--- src/rtl/rv_emu_retire_cmp_pkg.sv ---
// Shared types for the retire comparator: retire record, check mask, instruction
// type and comparator state, plus the masked field compare used on every retire.
package rv_emu_retire_cmp_pkg;

  typedef enum logic [5:0] {
    _OTHER_ = 6'd0,
    _ADDI_  = 6'd1,
    _ADD_   = 6'd2,
    _LW_    = 6'd3,
    _SW_    = 6'd4,
    _BEQ_   = 6'd5,
    _JAL_   = 6'd6,
    _CSRRW_ = 6'd7,
    _ECALL_ = 6'd8
  } INSTR_TYPE;

  // First member is the MSB: pc is bit 0, events is bit 15.
  typedef struct packed {
    logic events;
    logic csr_rd_data;
    logic csr_rd;
    logic rs2_data;
    logic rs2_addr;
    logic rs1_data;
    logic rs1_addr;
    logic mode;
    logic exc;
    logic csr_wr_data;
    logic csr_addr;
    logic csr_wr;
    logic gpr_data;
    logic gpr_addr;
    logic gpr_wr;
    logic pc;
  } CHECKS;

  typedef struct packed {
    logic [31:0] pc;
    INSTR_TYPE   itype;
    logic        gpr_wr;
    logic [4:0]  gpr_addr;
    logic [31:0] gpr_data;
    logic        csr_wr;
    logic [11:0] csr_addr;
    logic [31:0] csr_wr_data;
    logic        exc;
    logic [5:0]  cause;
    logic [31:0] tval;
    logic [1:0]  mode;
    CHECKS       chk;
  } RET_REC_T;

  typedef enum logic {
    CMP_RUN  = 1'b0,
    CMP_FAIL = 1'b1
  } CMP_STATE_T;

  // Returns the set of checked fields that differ; register-read and event
  // bits always come back 0 because this block never observes them.
  function automatic CHECKS chk_compare(input RET_REC_T exp, input RET_REC_T act);
    CHECKS m;
    m             = '0;
    m.pc          = exp.chk.pc && (exp.pc != act.pc);
    m.gpr_wr      = exp.chk.gpr_wr && (exp.gpr_wr != act.gpr_wr);
    m.gpr_addr    = exp.chk.gpr_addr && exp.gpr_wr && (exp.gpr_addr != act.gpr_addr);
    m.gpr_data    = exp.chk.gpr_data && exp.gpr_wr && (exp.gpr_data != act.gpr_data);
    m.csr_wr      = exp.chk.csr_wr && (exp.csr_wr != act.csr_wr);
    m.csr_addr    = exp.chk.csr_addr && exp.csr_wr && (exp.csr_addr != act.csr_addr);
    m.csr_wr_data = exp.chk.csr_wr_data && exp.csr_wr && (exp.csr_wr_data != act.csr_wr_data);
    m.exc         = exp.chk.exc && ((exp.exc != act.exc) ||
                    (exp.exc && ((exp.cause != act.cause) || (exp.tval != act.tval))));
    m.mode        = exp.chk.mode && (exp.mode != act.mode);
    return m;
  endfunction

endpackage

--- src/rtl/rv_emu_retire_cmp_rec_fifo.sv ---
// Synchronous FIFO of retire records; pointers carry a wrap bit so full and
// empty fall out of a plain pointer compare.
module rv_emu_rec_fifo
  import rv_emu_retire_cmp_pkg::*;
#(
  parameter int DEPTH = 8
) (
  input  logic     clk,
  input  logic     rst_n,
  input  logic     clear,
  input  logic     push,
  input  logic     pop,
  input  RET_REC_T wdata,
  output RET_REC_T rdata,
  output logic     full,
  output logic     empty
);

  localparam int AW = $clog2(DEPTH);

  logic [AW:0] wr_ptr_q, wr_ptr_d;
  logic [AW:0] rd_ptr_q, rd_ptr_d;
  RET_REC_T    mem_q [DEPTH];
  logic        do_push;
  logic        do_pop;

  assign full    = (wr_ptr_q[AW] != rd_ptr_q[AW]) && (wr_ptr_q[AW-1:0] == rd_ptr_q[AW-1:0]);
  assign empty   = (wr_ptr_q == rd_ptr_q);
  assign do_push = push && !full && !clear;
  assign do_pop  = pop && !empty && !clear;
  assign rdata   = mem_q[rd_ptr_q[AW-1:0]];

  always_comb begin
    wr_ptr_d = wr_ptr_q;
    rd_ptr_d = rd_ptr_q;
    if (clear) begin
      wr_ptr_d = '0;
      rd_ptr_d = '0;
    end else begin
      if (do_push) wr_ptr_d = wr_ptr_q + 1'b1;
      if (do_pop)  rd_ptr_d = rd_ptr_q + 1'b1;
    end
  end

  always_ff @(posedge clk or negedge rst_n) begin
    if (!rst_n) begin
      wr_ptr_q <= '0;
      rd_ptr_q <= '0;
    end else begin
      wr_ptr_q <= wr_ptr_d;
      rd_ptr_q <= rd_ptr_d;
    end
  end

  // Storage needs no reset: entries are only visible between the pointers.
  always_ff @(posedge clk) begin
    if (do_push) mem_q[wr_ptr_q[AW-1:0]] <= wdata;
  end

endmodule

--- src/rtl/rv_emu_retire_cmp.sv ---
// In-order checker of CPU retire events against emulator-predicted records,
// with masked per-field compare, sticky underflow/timeout errors and counters.
module rv_emu_retire_cmp
  import rv_emu_retire_cmp_pkg::*;
#(
  parameter int DEPTH       = 8,
  parameter int TIMEOUT     = 1024,
  parameter bit STOP_ON_ERR = 1'b1
) (
  input  logic        clk_in,
  input  logic        reset_n_in,
  input  logic        emu_valid_in,
  output logic        emu_ready_out,
  input  RET_REC_T    emu_rec_in,
  input  logic        cpu_valid_in,
  input  RET_REC_T    cpu_rec_in,
  input  logic        clear_in,
  output logic        mismatch_out,
  output CHECKS       mismatch_flds_out,
  output INSTR_TYPE   mismatch_itype_out,
  output logic        err_underflow_out,
  output logic        err_timeout_out,
  output logic        fail_out,
  output logic [31:0] retire_cnt_out,
  output logic [15:0] mismatch_cnt_out
);

  localparam int WD_W = $clog2(TIMEOUT + 1);
  localparam logic [WD_W-1:0] TIMEOUT_W = WD_W'(TIMEOUT);

  // Handshakes: an emulator record transfers on any cycle with
  // emu_valid_in && emu_ready_out; the CPU side has no backpressure and
  // cpu_valid_in is a single-cycle retire strobe consumed (or flagged) at once.

  CMP_STATE_T       state_q, state_d;
  logic [WD_W-1:0]  wdog_q, wdog_d;
  logic             err_underflow_q, err_underflow_d;
  logic             err_timeout_q, err_timeout_d;
  logic             mismatch_q, mismatch_d;
  CHECKS            mismatch_flds_q, mismatch_flds_d;
  INSTR_TYPE        mismatch_itype_q, mismatch_itype_d;
  logic [31:0]      retire_cnt_q, retire_cnt_d;
  logic [15:0]      mismatch_cnt_q, mismatch_cnt_d;

  logic             fifo_full;
  logic             fifo_empty;
  RET_REC_T         head;
  logic             push;
  logic             pop;
  CHECKS            flds;
  logic             cmp_bad;
  logic             underflow_evt;
  logic             timeout_evt;

  assign push          = emu_valid_in && !fifo_full;
  assign pop           = cpu_valid_in && !fifo_empty && (state_q == CMP_RUN);
  assign underflow_evt = cpu_valid_in && fifo_empty && (state_q == CMP_RUN);
  assign flds          = chk_compare(head, cpu_rec_in);
  assign cmp_bad       = pop && (flds != '0);

  rv_emu_rec_fifo #(
    .DEPTH (DEPTH)
  ) u_fifo (
    .clk   (clk_in),
    .rst_n (reset_n_in),
    .clear (clear_in),
    .push  (push),
    .pop   (pop),
    .wdata (emu_rec_in),
    .rdata (head),
    .full  (fifo_full),
    .empty (fifo_empty)
  );

  always_comb begin
    state_d          = state_q;
    wdog_d           = wdog_q;
    err_underflow_d  = err_underflow_q;
    err_timeout_d    = err_timeout_q;
    mismatch_d       = 1'b0;
    mismatch_flds_d  = '0;
    mismatch_itype_d = _OTHER_;
    retire_cnt_d     = retire_cnt_q;
    mismatch_cnt_d   = mismatch_cnt_q;
    timeout_evt      = 1'b0;
    if (clear_in) begin
      state_d         = CMP_RUN;
      wdog_d          = '0;
      err_underflow_d = 1'b0;
      err_timeout_d   = 1'b0;
      retire_cnt_d    = '0;
      mismatch_cnt_d  = '0;
    end else begin
      if (pop) begin
        retire_cnt_d = retire_cnt_q + 32'd1;
      end
      if (cmp_bad) begin
        mismatch_d       = 1'b1;
        mismatch_flds_d  = flds;
        mismatch_itype_d = head.itype;
        if (mismatch_cnt_q != 16'hFFFF) mismatch_cnt_d = mismatch_cnt_q + 16'd1;
      end
      // The watchdog only measures stalls while the checker is actively comparing.
      if (fifo_empty || pop || (state_q != CMP_RUN)) begin
        wdog_d = '0;
      end else if (wdog_q != TIMEOUT_W) begin
        wdog_d = wdog_q + 1'b1;
      end
      timeout_evt = (state_q == CMP_RUN) && (wdog_d == TIMEOUT_W);
      if (underflow_evt) err_underflow_d = 1'b1;
      if (timeout_evt)   err_timeout_d   = 1'b1;
      if (STOP_ON_ERR && (state_q == CMP_RUN) && (cmp_bad || underflow_evt || timeout_evt)) begin
        state_d = CMP_FAIL;
      end
    end
  end

  always_ff @(posedge clk_in or negedge reset_n_in) begin
    if (!reset_n_in) begin
      state_q          <= CMP_RUN;
      wdog_q           <= '0;
      err_underflow_q  <= 1'b0;
      err_timeout_q    <= 1'b0;
      mismatch_q       <= 1'b0;
      mismatch_flds_q  <= '0;
      mismatch_itype_q <= _OTHER_;
      retire_cnt_q     <= '0;
      mismatch_cnt_q   <= '0;
    end else begin
      state_q          <= state_d;
      wdog_q           <= wdog_d;
      err_underflow_q  <= err_underflow_d;
      err_timeout_q    <= err_timeout_d;
      mismatch_q       <= mismatch_d;
      mismatch_flds_q  <= mismatch_flds_d;
      mismatch_itype_q <= mismatch_itype_d;
      retire_cnt_q     <= retire_cnt_d;
      mismatch_cnt_q   <= mismatch_cnt_d;
    end
  end

  assign emu_ready_out      = !fifo_full;
  assign mismatch_out       = mismatch_q;
  assign mismatch_flds_out  = mismatch_flds_q;
  assign mismatch_itype_out = mismatch_itype_q;
  assign err_underflow_out  = err_underflow_q;
  assign err_timeout_out    = err_timeout_q;
  assign fail_out           = (state_q == CMP_FAIL);
  assign retire_cnt_out     = retire_cnt_q;
  assign mismatch_cnt_out   = mismatch_cnt_q;

endmodule

--- config.mk ---
export PLATFORM = sky130hd
export DESIGN_NAME = rv_emu_retire_cmp
export DESIGN_NICKNAME = d
export VERILOG_FILES = /design/src/rtl/rv_emu_retire_cmp_pkg.sv /design/src/rtl/rv_emu_retire_cmp_rec_fifo.sv /design/src/rtl/rv_emu_retire_cmp.sv
export SDC_FILE = /design/constraint.sdc
export NUM_CORES = 1
export LEC_CHECK = 0
export ABC_AREA = 1
export ABC_CLOCK_PERIOD_IN_PS = 14550
export BUFFER_PORTS_ARGS = -buffer_cell sky130_fd_sc_hd__buf_2
export CORE_MARGIN = 2
export CORE_UTILIZATION = 25
export CTS_BUF_LIST = sky130_fd_sc_hd__clkbuf_8
export DETAILED_ROUTE_END_ITERATION = 16
export PLACE_DENSITY_LB_ADDON = 0.1
export SKIP_CTS_REPAIR_TIMING = 1
export SLEW_MARGIN = 20
export SYNTH_ARGS = -nofsm -noshare
export SYNTH_HDL_FRONTEND = slang
export SYNTH_SLANG_ARGS = --single-unit
--- constraint.sdc ---
create_clock -name clk_in -period 14.55 [get_ports clk_in]
set_input_delay 0.7275 -clock clk_in [delete_from_list [all_inputs] [get_ports clk_in]]
set_output_delay 0.7275 -clock clk_in [all_outputs]
set_load 0.01 [all_outputs]
# == After elaboration in Yosys (flattened, before gate mapping) ==
# Memories as Yosys holds them, arrays and structs flattened.
# Index checks and enable logic that the tools add are counted.
# totals
reg_bits,93
out_inout_bits,75
n_memories,1
ramBits,1424
# mem_list
memory,depth,width,rd,rd_ports_with_merged_regs,wr,line,text
u_fifo.mem_q,8,178,1,0,1,rv_emu_retire_cmp_rec_fifo.sv:23,RET_REC_T mem_q [DEPTH];
# classes
muxes,27
n_bitwise,1
n_eq_ne,17
add_sub_neg,5
reduce_logical,46
# ops
cell,n
$ne A32 B32 Y1,4
$mux W16,4
$mux W32,2
$mux W11,4
$add A32 B1 Y32 const B,1
$logic_and A1 B1 Y1,27
$add A16 B1 Y16 const B,1
$mux W4,4
$ne A16 B16 Y1 const B,1
$reduce_bool A16 Y1,1
$reduce_bool A2 Y1,8
$mux W6,2
$ne A12 B12 Y1,1
$add A11 B1 Y11 const B,1
$eq A11 B11 Y1 const B,1
$ne A11 B11 Y1 const B,1
$mux W1,10
$mux W9,1
$add A4 B1 Y4 const B,2
$logic_or A1 B1 Y1,6
$ne A6 B6 Y1,1
$ne A5 B5 Y1,1
$eq A4 B4 Y1,1
$ne A1 B1 Y1,4
5 further kinds,7

# == Longest topological paths before layout ==
# depth
depth_word,14
ltp_mapped,26
mapped_depth_nobuf,22

# == Cells and area by module ==
# From an unflattened synthesis, not the netlist that was laid out.
# unflattened
hier_cells,5144
area_unflattened_um2,61794.3
# modules_own_cells
mod,area_per_inst_um2,seq_area_each_um2,instances,cells_per_inst
rv_emu_rec_fifo,55171.7,42961.2,1,4111
rv_emu_retire_cmp,6622.6,1951.9,1,1033

# == Worst setup path after synthesis ==
# Ideal clock, no wire load.
# synth_timing
path_kind,reg-to-reg
start,register u_fifo.rd_ptr_q[0]
end,"memory u_fifo.mem_q[3][0] in the netlist's numbering, enable pin"
stages_incl_launch_ff,10
arrival_time_ps,12888
path_slack_ps,749
t_required_ps,13637
path_buffers,2
path_cell_list,dfrtp_1 buf_4 buf_4 xor2_1 nor2_1 nand3b_1 nand2_1 nor2_1 inv_1 nor3_1
# synth_via
elab_chain_cells,8
# synth_rtl
element,line,text
from (decl),rv_emu_retire_cmp_rec_fifo.sv:22,"logic [AW:0] rd_ptr_q, rd_ptr_d;"
from (signal assigned),rv_emu_retire_cmp_rec_fifo.sv:51,rd_ptr_q <= rd_ptr_d;
$eq A3 B3 Y1 *,rv_emu_retire_cmp_rec_fifo.sv:27,assign full = (wr_ptr_q[AW] != rd_ptr_q[AW]) && (wr_ptr_q[AW-1:0] == rd_ptr_q[AW-1:0]);
$logic_and A1 B1 Y1 *,rv_emu_retire_cmp_rec_fifo.sv:27,
$logic_not A1 Y1 *,n/a,
net emu_ready_out,rv_emu_retire_cmp.sv:13,"output logic emu_ready_out,"
$logic_and A1 B1 Y1,rv_emu_retire_cmp.sv:55,assign push = emu_valid_in && !fifo_full;
$logic_and A1 B1 Y1 * (2 in series),rv_emu_retire_cmp_rec_fifo.sv:29,assign do_push = push && !full && !clear;
$mux W1 *,rv_emu_retire_cmp_rec_fifo.sv:57,if (do_push) mem_q[wr_ptr_q[AW-1:0]] <= wdata;
$mux W1 (not written as such) *,rv_emu_retire_cmp_rec_fifo.sv:57,
to (decl),rv_emu_retire_cmp_rec_fifo.sv:23,
# Mark *: on every way through the listed nets, which the timed path passes. The rest lies on a longest branch.

# == Final worst setup path ==
# layout_timing
start,register u_fifo.rd_ptr_q[1]
end,"register state_q, in the netlist fail_out"
# layout_via
elab_chain_cells,13
word_cells_on_any_way,46
classes_between,13 x eq/ne; 2 x mux; 30 x reduce/logical; 1 x memory
# layout_rtl
element,line,text
branches (longest 10 deep; another with $mem_v2 Z8 W178),n/a,
$logic_or A1 B1 Y1 *,rv_emu_retire_cmp.sv:112,if (STOP_ON_ERR && (state_q == CMP_RUN) && (cmp_bad || underflow_evt || timeout_evt)) begin
$logic_and A1 B1 Y1 *,rv_emu_retire_cmp.sv:112,
$reduce_bool A2 Y1 (no source line) *,n/a,
to (signal assigned),rv_emu_retire_cmp.sv:130,state_q <= state_d;
to (decl),rv_emu_retire_cmp.sv:35,"CMP_STATE_T state_q, state_d;"
# Every way passes the cells marked *. The select of a mux whose other input is x is not followed.
# A chain may end at the register's enable or synchronous reset.

==> results.cfg <==
[status]
status = complete, no violations

[setup_path]
start_kind = register
cp_num_cells = 19
path_buf_inv = 5
slowest_stage = nand2_1
r2r_cells = 19
critPathMaxFanout = 44
cp_top_family = simple AND/OR/NAND/NOR gates
critPathMostFrequentCell = nand2_1
worstPathArrival_ps = 7250
critPathRequiredTime_ps = 15390
critPathKind = reg -> reg
path_cells = buf_4 -> buf_4 -> buf_4 -> buf_4 -> nand3_1 -> nand2_1 -> nand2_1 -> nand3_1 -> nand2_1 -> inv_1 -> nand2_1 -> nor2_1 -> nand3_1 -> nand2_1 -> nand2_1 -> a21oi_1 -> nand3_1 -> nand2_1 -> a31oi_1
max_stage_delay_ps = 710
critPathCaptureType = register

[global_route]
grt_start_max_net_pins = 149
grt_pass1_wl_um = 297900
overflow = 0
antenna_found_initial = 93
gr-usage-all-layers_pct = 16.14
grt_pass1_vias = 41924

[cells_and_area]
drive_above_1_share_pct = 12.39
layout.cells.non_filler = 10115
utilization_pct = 30.13
area_delta_synth_final_pct = 19.91
layout.nets = 6921

[floorplan]
fp.dieH_um = 503.7
die_area_sq_mm = 0.2537
ios = 436
core_area_sq_mm = 0.2484
row_count = 183
die_x_um = 503.7
initial_core_util_pct = 25.13

[sta]
finalHoldViolations = 0
finalCriticalPeriod_ps = 6407
fin_ws_ps = 8143
finClkSkew_ps = 83.08
period_share_pct = 44.04
max_freq_mhz = 156.1
tightest_slew_ps = 1032
relSlewSlack_pct = 31.21
rsz0062_at_grt = false
finalSetupViolCount = 0
tns_ps = 0
maxSlewViolCount = 0

[logic_synthesis]
ys_warn_count = 0
ys_async_sr_fraction_pct = 5.915
syn_area_sq_mm = 0.06242
ys.flop_type = edfxtp_1
synth.avg_cell_area_sq_um = 10.60
syn-instance-count = 5891
ys_seq_area_share_pct = 69.26
yosys.cell_types.count = 45
synth_edf_count = 1368
synth_seq_cells = 1454
synth_area_leaders = edfxtp_1 66%, nand2_1 11%, nand3_1 5.6%, nor2_1 3.9%, dfrtp_1 3.4%
synth_top_cell_area_share_pct = 65.81
synth_area_leader_cell = edfxtp_1

[place]
place_congestion = 0.7503
dp_hpwl_um = 115300
dp_slack_ps = 7724
io_buffers = 399
dp_cells = 9406

[drt]
drc = 0
drtIter0Drc = 2394
ant_nets = 0
wl_per_cell_um = 20.56
vias = 43424
wirelength_um = 208000
viasPerCell = 4.293
dr.pass1.iters = 7

[cts]
cts_buffers = 302
root_buffer = clkbuf_8
cts_htree_levels = 5
tritoncts = yes
clockBufferDepth = 4
clock_sinks = 1454
clk_pin_slew_worst_paths_ps = 60
clock_latency_ps = 1030

[power]
vdd_drop_max_v = 0.00007739
power_leakage_nw = 29.62
power.density_mw_per_mm2 = 129.9
fin_total_pwr_w = 0.009720

[flow_run]
drv_cap = 0

[min_path]
min_path_cells = 4
min_path_type = in -> reg
state kept, by name (all words and copies together), names as in the netlist:
name,cells
u_fifo.mem_q,1368
retire_cnt_out,32
mismatch_cnt_out,16
wdog_q,11
mismatch_flds_out,9
mismatch_itype_out,6
u_fifo.rd_ptr_q,4
u_fifo.wr_ptr_q,4
err_timeout_out,1
err_underflow_out,1
fail_out,1
mismatch_out,1
logic make-up after synthesis:
family	count (synthesis)	share of synthesized area (%)
flops	1454	69.26
compound gates	381	3.217
mux	1	0.01804
simple gates	3267	21.79
fa+ha+maj	6	0.1203
other cells	1	0.006008
buf+inv	752	5.179
xor+xnor	29	0.4069
per-stage QoR:
step | cell area (sq um) | hold slack, ps
CTS | 73030 | -551.4
detailed placement | 67840 | 489.7
global route | 74820 | 33.92
floorplan | 62440 | 431.9
global placement | 67840 | 482.1
finish | 74850 | 104.2
worst register-to-register path, cell delays in order, from the launching register on:
cell and delay (ps):
dfrtp_4 690, buf_4 660, buf_4 550, buf_4 590, buf_4 710, nand3_1 190
nand2_1 80, nand2_1 60, nand3_1 100, nand2_1 120, inv_1 90, nand2_1 60
nor2_1 280, nand3_1 410, nand2_1 250, nand2_1 80, a21oi_1 170, nand3_1 290
nand2_1 710, a31oi_1 160
cells in the mapped netlist, drive strengths merged, types with 6 or more instances:
cell type / number
a21oi: 31
nor2: 656
o221ai: 7
nand3: 695
nor3: 43
dfrtp: 86
buf: 245
ha: 6
nand4: 17
xor2: 25
clkbuf: 43
o22ai: 17
nor4: 6
o21ai: 307
nand2: 1764
inv: 464
nand3b: 83
edfxtp: 1368
layout make-up:
cell class | instances | area [sq um]
Multi-Input combinational cell | 3691 | 16030
Antenna cell | 24 | 60.06
Clock buffer | 310 | 4267
Clock inverter | 201 | 925.9
Tap cell | 3330 | 4167
Timing Repair Buffer | 641 | 4382
Sequential cell | 1454 | 43240
Fill cell | 25808 | 173600
Inverter | 464 | 1773
routing by layer:
layer / GRT usage, % / wire length (um)
met4: 4.445 / 4236
met5: 0 / 413
met1: 21.56 / 97010
met2: 25.43 / 94350
met3: 4.644 / 11950
layout by cell type, fill, tap and decap left out, drive strengths merged, types with 6 or more instances in the layout:
| master | synthesis | layout |
|---|---|---|
| dfrtp | 86 | 86 |
| nand3 | 695 | 695 |
| conb | 1 | 7 |
| nor2 | 656 | 656 |
| clkbuf | 43 | 310 |
| nand4 | 17 | 17 |
| a21oi | 31 | 31 |
| edfxtp | 1368 | 1368 |
| ha | 6 | 6 |
| buf | 245 | 468 |
| nand3b | 83 | 83 |
| clkinvlp | 0 | 6 |
| o22ai | 17 | 17 |
| clkinv | 0 | 92 |
| dlygate4sd3 | 0 | 173 |
| diode | 0 | 24 |
| o221ai | 7 | 7 |
| o21ai | 307 | 307 |
| nor4 | 6 | 6 |
| xor2 | 25 | 25 |
| nand2 | 1764 | 1764 |
| inv | 464 | 563 |
| nor3 | 43 | 43 |
power by group:
part	leakage (nW)	internal, W	switching [W]	total (W)
clock network	3.01	0.00203	0.00182	0.00385
registers	13.5	0.00464	0.0000265	0.00467
logic	13.1	0.000348	0.000852	0.00120
total	29.6	0.00702	0.00270	0.00972
final timing paths:
path	from	to	slack, ps
max in group asynchronous	reset_n_in	u_fifo.rd_ptr_q[2]	13020
worst min register to register	err_underflow_out	err_underflow_out	500
worst max register to register	u_fifo.rd_ptr_q[1]	fail_out	8140
min in group asynchronous	reset_n_in	mismatch_cnt_out[10]	140
worst max-delay path	u_fifo.rd_ptr_q[1]	fail_out	8140
worst min-delay path	clear_in	u_fifo.wr_ptr_q[1]	100
Note: power is estimated with default switching activity, not from simulation.
